===== src/rtl/mem_port_arbiter.sv =====
// N-port memory arbiter: valid/ready request merge with grant lock under back-pressure and
// in-order read response routing. Define MEM_ARB_FIXED_PRIO_EN for fixed priority (port 0 highest).
module mem_port_arbiter #(
    parameter int NumPorts       = 2,
    parameter int AddrWidth      = 32,
    parameter int DataWidth      = 32,
    parameter int MaxOutstanding = 4
) (
    input  logic                                clk,
    input  logic                                rst_n,
    input  logic [NumPorts-1:0]                 req_valid,
    output logic [NumPorts-1:0]                 req_ready,
    input  logic [NumPorts-1:0]                 req_wr,
    input  logic [NumPorts-1:0][AddrWidth-1:0]  req_addr,
    input  logic [NumPorts-1:0][DataWidth-1:0]  req_wdata,
    output logic [NumPorts-1:0]                 rsp_valid,
    output logic [DataWidth-1:0]                rsp_rdata,
    output logic                                mem_valid,
    input  logic                                mem_ready,
    output logic                                mem_wr,
    output logic [AddrWidth-1:0]                mem_addr,
    output logic [DataWidth-1:0]                mem_wdata,
    input  logic                                mem_rsp_valid,
    input  logic [DataWidth-1:0]                mem_rdata,
    output logic                                err_unexp_rsp
);
    // state     | meaning
    // ST_IDLE   | no grant held, winner chosen combinationally each cycle
    // ST_LOCKED | memory stalled the granted request; port and fields frozen
    localparam int PW = (NumPorts > 1) ? $clog2(NumPorts) : 1;
    localparam int FW = $clog2(MaxOutstanding);
    localparam logic ST_IDLE   = 1'b0;
    localparam logic ST_LOCKED = 1'b1;

    logic                 state;
    logic [PW-1:0]        lock_port;
    logic                 lock_wr;
    logic [AddrWidth-1:0] lock_addr;
    logic [DataWidth-1:0] lock_wdata;

    logic [PW-1:0]        fifo_mem [MaxOutstanding];
    logic [FW-1:0]        wr_ptr, rd_ptr;
    logic [FW:0]          count;
    logic                 fifo_full, fifo_empty;

    logic [NumPorts-1:0]  eligible;
    logic [PW-1:0]        pick;
    logic                 pick_found;
    logic [PW-1:0]        grant_port;
    logic                 accept, push, pop;

    assign fifo_full  = (count == (FW+1)'(MaxOutstanding));
    assign fifo_empty = (count == '0);

    always_comb begin
        eligible = '0;
        for (int i = 0; i < NumPorts; i++)
            eligible[i] = req_valid[i] & (req_wr[i] | ~fifo_full);
    end

`ifdef MEM_ARB_FIXED_PRIO_EN
    always_comb begin
        pick       = '0;
        pick_found = 1'b0;
        for (int i = NumPorts - 1; i >= 0; i--) begin
            if (eligible[i]) begin
                pick       = PW'(i);
                pick_found = 1'b1;
            end
        end
    end
`else
    logic [PW-1:0] rr_ptr;

    // Descending scan so the candidate closest to rr_ptr overwrites the others.
    always_comb begin
        int idx;
        idx        = 0;
        pick       = '0;
        pick_found = 1'b0;
        for (int k = NumPorts - 1; k >= 0; k--) begin
            idx = int'(rr_ptr) + k;
            if (idx >= NumPorts) idx = idx - NumPorts;
            if (eligible[idx]) begin
                pick       = PW'(idx);
                pick_found = 1'b1;
            end
        end
    end

    always_ff @(posedge clk) begin
        if (rst_n)
            rr_ptr <= '0;
        else if (accept)
            rr_ptr <= (grant_port == PW'(NumPorts - 1)) ? '0 : grant_port + 1'b1;
    end
`endif

    assign grant_port = (state == ST_LOCKED) ? lock_port : pick;
    assign mem_valid  = ~rst_n & ((state == ST_LOCKED) | pick_found);
    assign mem_wr     = (state == ST_LOCKED) ? lock_wr    : req_wr[pick];
    assign mem_addr   = (state == ST_LOCKED) ? lock_addr  : req_addr[pick];
    assign mem_wdata  = (state == ST_LOCKED) ? lock_wdata : req_wdata[pick];

    assign accept = mem_valid & mem_ready;
    assign push   = accept & ~mem_wr;
    assign pop    = ~rst_n & mem_rsp_valid & ~fifo_empty;

    always_comb begin
        req_ready = '0;
        if (accept) req_ready[grant_port] = 1'b1;
    end

    always_comb begin
        rsp_valid = '0;
        if (pop) rsp_valid[fifo_mem[rd_ptr]] = 1'b1;
    end

    assign rsp_rdata = mem_rdata;

    always_ff @(posedge clk) begin
        if (rst_n) begin
            state         <= ST_IDLE;
            lock_port     <= '0;
            lock_wr       <= 1'b0;
            lock_addr     <= '0;
            lock_wdata    <= '0;
            wr_ptr        <= '0;
            rd_ptr        <= '0;
            count         <= '0;
            err_unexp_rsp <= 1'b0;
        end else begin
            case (state)
                ST_IDLE: begin
                    if (mem_valid & ~mem_ready) begin
                        state      <= ST_LOCKED;
                        lock_port  <= pick;
                        lock_wr    <= req_wr[pick];
                        lock_addr  <= req_addr[pick];
                        lock_wdata <= req_wdata[pick];
                    end
                end
                default: begin
                    if (mem_ready) state <= ST_IDLE;
                end
            endcase
            if (push) begin
                fifo_mem[wr_ptr] <= grant_port;
                wr_ptr           <= wr_ptr + 1'b1;
            end
            if (pop) rd_ptr <= rd_ptr + 1'b1;
            count <= count + (FW+1)'(push) - (FW+1)'(pop);
            if (mem_rsp_valid & fifo_empty) err_unexp_rsp <= 1'b1;
        end
    end
endmodule


===== config.mk =====
export PLATFORM = sky130hd
export DESIGN_NAME = mem_port_arbiter
export DESIGN_NICKNAME = d
export VERILOG_FILES = /design/src/rtl/mem_port_arbiter.sv
export SDC_FILE = /design/constraint.sdc
export NUM_CORES = 1
export LEC_CHECK = 0
export ABC_AREA = 1
export BUFFER_PORTS_ARGS = -buffer_cell sky130_fd_sc_hd__buf_2
export CAP_MARGIN = 25
export CORE_AREA = 2 2 149 151
export CTS_CLUSTER_SIZE = 24
export DETAILED_ROUTE_END_ITERATION = 6
export DIE_AREA = 0 0 151 153
export PLACE_DENSITY_LB_ADDON = 0.08
export REMOVE_ABC_BUFFERS = 1
export SYNTH_ARGS = -nofsm -noshare
export SYNTH_HDL_FRONTEND = slang
export SYNTH_SLANG_ARGS = --single-unit

===== constraint.sdc =====
create_clock -name clk -period 3.87 [get_ports clk]
set_clock_uncertainty 0.2 [all_clocks]
set_input_delay 0.5805 -clock clk [delete_from_list [all_inputs] [get_ports clk]]
set_output_delay 0.5805 -clock clk [all_outputs]
set_load 0.02 [all_outputs]

# Yosys cells after proc, flatten, opt, wreduce, memory -nomap -nowiden
# Memories as Yosys holds them, arrays and structs flattened. A register that Yosys moved wholly into a read port is not among the register bits.
# Index checks and enable logic that the tools add are counted.
# totals
ff_bits	76
ramBits	4
input_bits	168
out_inout_bits	103
elab_cells	88
mem_count	1
# mem_list
memory	words	width	read_ports	rd_ports_with_merged_regs	wr	line	rtl
fifo_mem	4	1	1	1	1	41	logic [PW-1:0] fifo_mem [MaxOutstanding];
# op_classes
addsub	8
n_lt_le_gt_ge	9
eq_ne	1
mux	37
bitwise_logic	18
reduce_logical	4
# ops
cell	count
two-way mux 32 bit	8
< comparator 32 x 3 -> 1 bit, second input constant	2
two-way mux 1 bit	23
AND 1 bit	9
two-way mux 2 bit	4
< comparator 1 x 2 -> 1 bit, second input constant	3
inverter 1 bit	6
adder 2 x 1 -> 2 bit, second input constant	2
adder 3 x 1 -> 3 bit	1
== test 3 bit, second input constant	1
logical NOT 3 bit	1
bitwise OR 1 bit	3
subtractor 1 x 2 -> 3 bit, second input constant	1
subtractor 2 x 2 -> 3 bit, second input constant	1
subtractor 3 x 1 -> 3 bit	1
adder 1 x 1 -> 2 bit, second input constant	1
demux 1 bit (select 1 bit)	2
greater-or-equal comparator 1 bit, second input constant	2
greater-or-equal comparator 1 x 2 -> 1 bit, second input constant	1
greater-or-equal comparator 2 bit, second input constant	1
logical AND 1 bit	2
AND reduction 2 bit	1
adder 1 bit, second input constant	1

# Logic depth before layout (Yosys ltp)
# depth
ltp_word	17
depth_mapped	15
ltp_nobuf	14

# Least setup slack after synthesis
# OpenSTA, ideal clock, no wires.
# synth_timing
path_kind	input to register
from	in req_wr[1]
to	reg count[2]
arrival_ns	2.394
required_time_ns	3.549
setup_slack_ns	1.155
path_stages	15
path_cell_list	inv_1 > nand3_1 > nand2_1 > inv_2 > nand2_2 > buf_6 > nand2_1 > nand3_2 > nand3_2 > ha_1 > inv_1 > ha_1 > fa_1 > o21ai_0 > a21oi_1
# synth_between
elab_chain_len	14
# synth_lines
item	line	rtl
from (decl)	13	input logic [NumPorts-1:0] req_wr,
bitwise OR 1 bit	58	eligible[i] = req_valid[i] & (req_wr[i] | ~fifo_full);
AND 1 bit	58	
two-way mux 1 bit (implied by the code) (3 in a row)	84	if (eligible[idx]) begin
two-way mux 1 bit (2 in a row)	84	
two-way mux 1 bit (implied by the code) (2 in a row)	101	assign mem_wr = (state == ST_LOCKED) ? lock_wr : req_wr[pick];
two-way mux 1 bit	101	
inverter 1 bit	106	assign push = accept & ~mem_wr;
AND 1 bit (*)	106	
adder 3 x 1 -> 3 bit (*)	152	count <= count + (FW+1)'(push) - (FW+1)'(pop);
subtractor 3 x 1 -> 3 bit (*)	152	
to (signal assigned)	152	
to (decl)	43	logic [FW:0] count;
# Mark *: on every way between the ends. The rest lies on a longest branch, timed or not. The select of a mux whose other input is x is not followed.
# A chain may end at the register's enable or synchronous reset.

# Worst setup path after layout
# layout_timing
from	reg state
to	out mem_addr[13]
# layout_between
elab_chain_len	1
# layout_lines
item	line	rtl
from (decl)	35	logic state;
from (signal assigned)	123	state <= ST_IDLE;
from (signal assigned)	136	state <= ST_LOCKED;
from (signal assigned)	144	if (mem_ready) state <= ST_IDLE;
two-way mux 32 bit	102	assign mem_addr = (state == ST_LOCKED) ? lock_addr : req_addr[pick];
to (decl)	21	output logic [AddrWidth-1:0] mem_addr,
# No other way between the ends.

==> flow_summary_export.csv <==
group,metric,value,unit
finish,drive_gt1_share,24.2,%
floorplanning,die_x,151,um
detailed_routing,wl,17.7,mm
detailed_routing,drc,0,
sta,fmax,0.329,GHz
detailed_routing,drt-wirelength-per-cell,13.2,um
cts,clk_path_buf_depth,2,
global_routing,antenna_found_initial,6,
pwr,cellLeakagePower,3.36,nW
detailed_routing,first_iter_violations,133,
setup_path,reg2reg_depth,13,
pwr,powerDensity,415,nW/um2
sta,worst_slack,0.834,ns
sta,setup_viol,0,
cts,post-cts-setup-buffers,0,
yosys,synth_compound_area_share,12.8,%
setup_path,path_class,"flop to output port",
cts,cts.sinks,82,
finish,fillers,2524,
global_routing,grt_pass1_vias,5323,
yosys,synth_top_area_share,28.3,%
place,gp_routability_congestion,0.709,
yosys,synth-xor-area-share,0.159,%
finish,utilization,31.3,%
cts,numCtsBuffers,9,
finish,final_common_cell,"nand2_1",
finish,syn_to_final_growth,22.0,%
floorplanning,io_pins,271,
yosys,synthAdderAreaFrac,1.72,%
setup_path,critPathMaxFanout,74,
cts,root_buffer,"clkbuf_16",
cts,htreeDepth,3,
setup_path,timing.rr.end,"count[2]$_SDFF_PP0_",
yosys,yosys_register_bits,82,
sta,maxSlewViolCount,0,
place,dp_cells,1326,
yosys,synth_cell_types,32,
yosys,netlist_instances,912,
flow_run,max-cap-violations,0,
sta,slew_headroom,44.7,%
place,dp_hpwl,12.6,mm
setup_path,arrival,2.26,ns
place,pre_cts_slack,0.822,ns
sta,setup_tns,0,ns
detailed_routing,viasPerCell,4.08,
floorplanning,initial_utilization,25.7,%
yosys,synth.area.mux_share,0,%
yosys,yosysWarnings,0,
cts,postCtsHoldBufs,0,
detailed_routing,antenna_left,0,
cts,insertion_delay,0.34,ns
min_path,hold_class,"input port to flop",
cts,clk_pin_slew,0.06,ns
setup_path,r2r-start,"count[1]$_SDFF_PP0_",
finish,final_nets,1232,
finish,final_cell_mix,"278 x nand2_1, 206 x buf_2, 158 x inv_1",
floorplanning,dieArea,23100,um2
sta,hold_viol_final,0,
pwr,vdd_ir_drop_max,183,uV
setup_path,r2r_slack,1.09,ns
setup_path,endpoint_kind,"output port",
sta,post-route-period-util,78.5,%
run_status,status,"completed",
finish,finalNonFillerCells,1345,
setup_path,cp-start-kind,"flop",
sta,tightest_slew,0.830,ns
setup_path,cp-startpoint,"state$_SDFF_PP0_",
setup_path,cp.required,3.09,ns
global_routing,gr-total-overflow,0,
detailed_routing,drtPass1Iterations,6,
global_routing,grt_pass1_wl,27.7,mm
floorplanning,rows,54,
yosys,yosys.area_share.simple,33.6,%
cts,cts_resized,0,
floorplanning,die_h,153,um
yosys,yosysTopAreaCell,"dfxtp_1",
global_routing,grt_max_degree,75,
cts,cts_tree,"built",
yosys,syn_area,5520,um2
floorplanning,core-area,21500,um2
yosys,synth_top_family_by_area,"simple AND/OR/NAND/NOR gates",
sta,fin_crit,3.04,ns
yosys,synth-seq-area-share,30.5,%
global_routing,grt.total_usage,15.4,%
place,port_buffers,206,
yosys,synth_area_leaders,"dfxtp_1 28%, nand2_1 19%, inv_1 11%",
detailed_routing,dr_total_vias,5483,
sta,rsz0062_at_grt,"no",
setup_path,endpoint,"mem_addr[13]",
yosys,avgSynthCellArea,6.05,um2
cells by family (layout without fill, tap and decap cells):
family / Yosys count / count (layout)
buffers and inverters: 244 / 392
other: 0 / 5
AOI/OAI and AO/OA: 140 / 140
and+or+nand+nor: 438 / 438
adders and majority gates: 7 / 7
DFF: 82 / 82
xor gates and xnor gates: 1 / 1
through the flow:
step                cell area, um2  power [mW]  hold WS, ns
finish                        6730        2.79        0.244
floorplan                     4960        1.62        0.240
global route                  6730        3.01        0.232
global placement              6440        1.99        0.248
detailed placement            6440        1.99        0.241
CTS                           6720        2.86        0.223
worst max-delay path, stage by stage, from the launching register on:
cell and delay (ns):
dfxtp_4 0.34, buf_4 0.45, buf_4 0.64, nand2_1 0.18, o21ai_0 0.10, buf_2 0.19
state kept, by name, indices dropped and copies added (netlist names), 2 cells and up, named ones only:
name	count
lock_addr	32
count	3
fifo_mem	4
rd_ptr	2
wr_ptr	2
lock_wdata	32
Yosys cell counts (all sizes together):
| master | instances |
|---|---|
| buf | 62 |
| nand4 | 2 |
| nand3 | 8 |
| fa | 1 |
| nand2 | 281 |
| dfxtp | 78 |
| clkbuf | 20 |
| or2 | 64 |
| inv | 162 |
| xnor2 | 1 |
| a32oi | 1 |
| ha | 6 |
| a21oi | 6 |
| o21ai | 133 |
| edfxtp | 4 |
| nor2 | 81 |
| nor3 | 2 |
report_power, final:
part           leakage [nW]  total (mW)  switching [mW]  internal (mW)
Combinational          2.55       0.966           0.625          0.341
Sequential            0.677       0.984          0.0475          0.936
Clock                 0.135       0.841           0.348          0.494
Total                  3.36        2.79            1.02           1.77
worst min path at each step:
stage	cells after the start	slack, ns	start	endpoint
2_1_floorplan	2	0.24	rd_ptr[1]$_SDFFE_PP0P_	flop
3_3_place_gp	2	0.25	err_unexp_rsp$_SDFFE_PP0P_	err_unexp_rsp$_SDFFE_PP0P_
3_5_place_dp	2	0.24	err_unexp_rsp$_SDFFE_PP0P_	err_unexp_rsp$_SDFFE_PP0P_
4_1_cts	2	0.22	mem_ready	state$_SDFF_PP0_
5_1_grt	2	0.23	mem_ready	state$_SDFF_PP0_
6_report	2	0.24	mem_ready	state$_SDFF_PP0_
area by class of cell:
type                            count  area (um2)  area share (%)
Antenna cell                        5        12.5           0.186
Clock buffer                       11         233            3.46
Clock inverter                      3        43.8           0.651
Inverter                          162         608            9.04
Multi-Input combinational cell    586        2670            39.6
Sequential cell                    82        1690            25.0
Tap cell                          280         350            5.21
Timing Repair Buffer              216        1130            16.8
layer usage:
| metal | track usage, % | vias up | share of wire [%] |
|---|---|---|---|
| met5 | 1.74 | - | 0.36 |
| li1 | - | 2970 | - |
| met2 | 23.2 | 175 | 42 |
| met4 | 4.27 | 4 | 0.94 |
| met1 | 20.2 | 2319 | 48 |
| met3 | 6.42 | 15 | 9.3 |
Power figures use the tool's default switching activity.
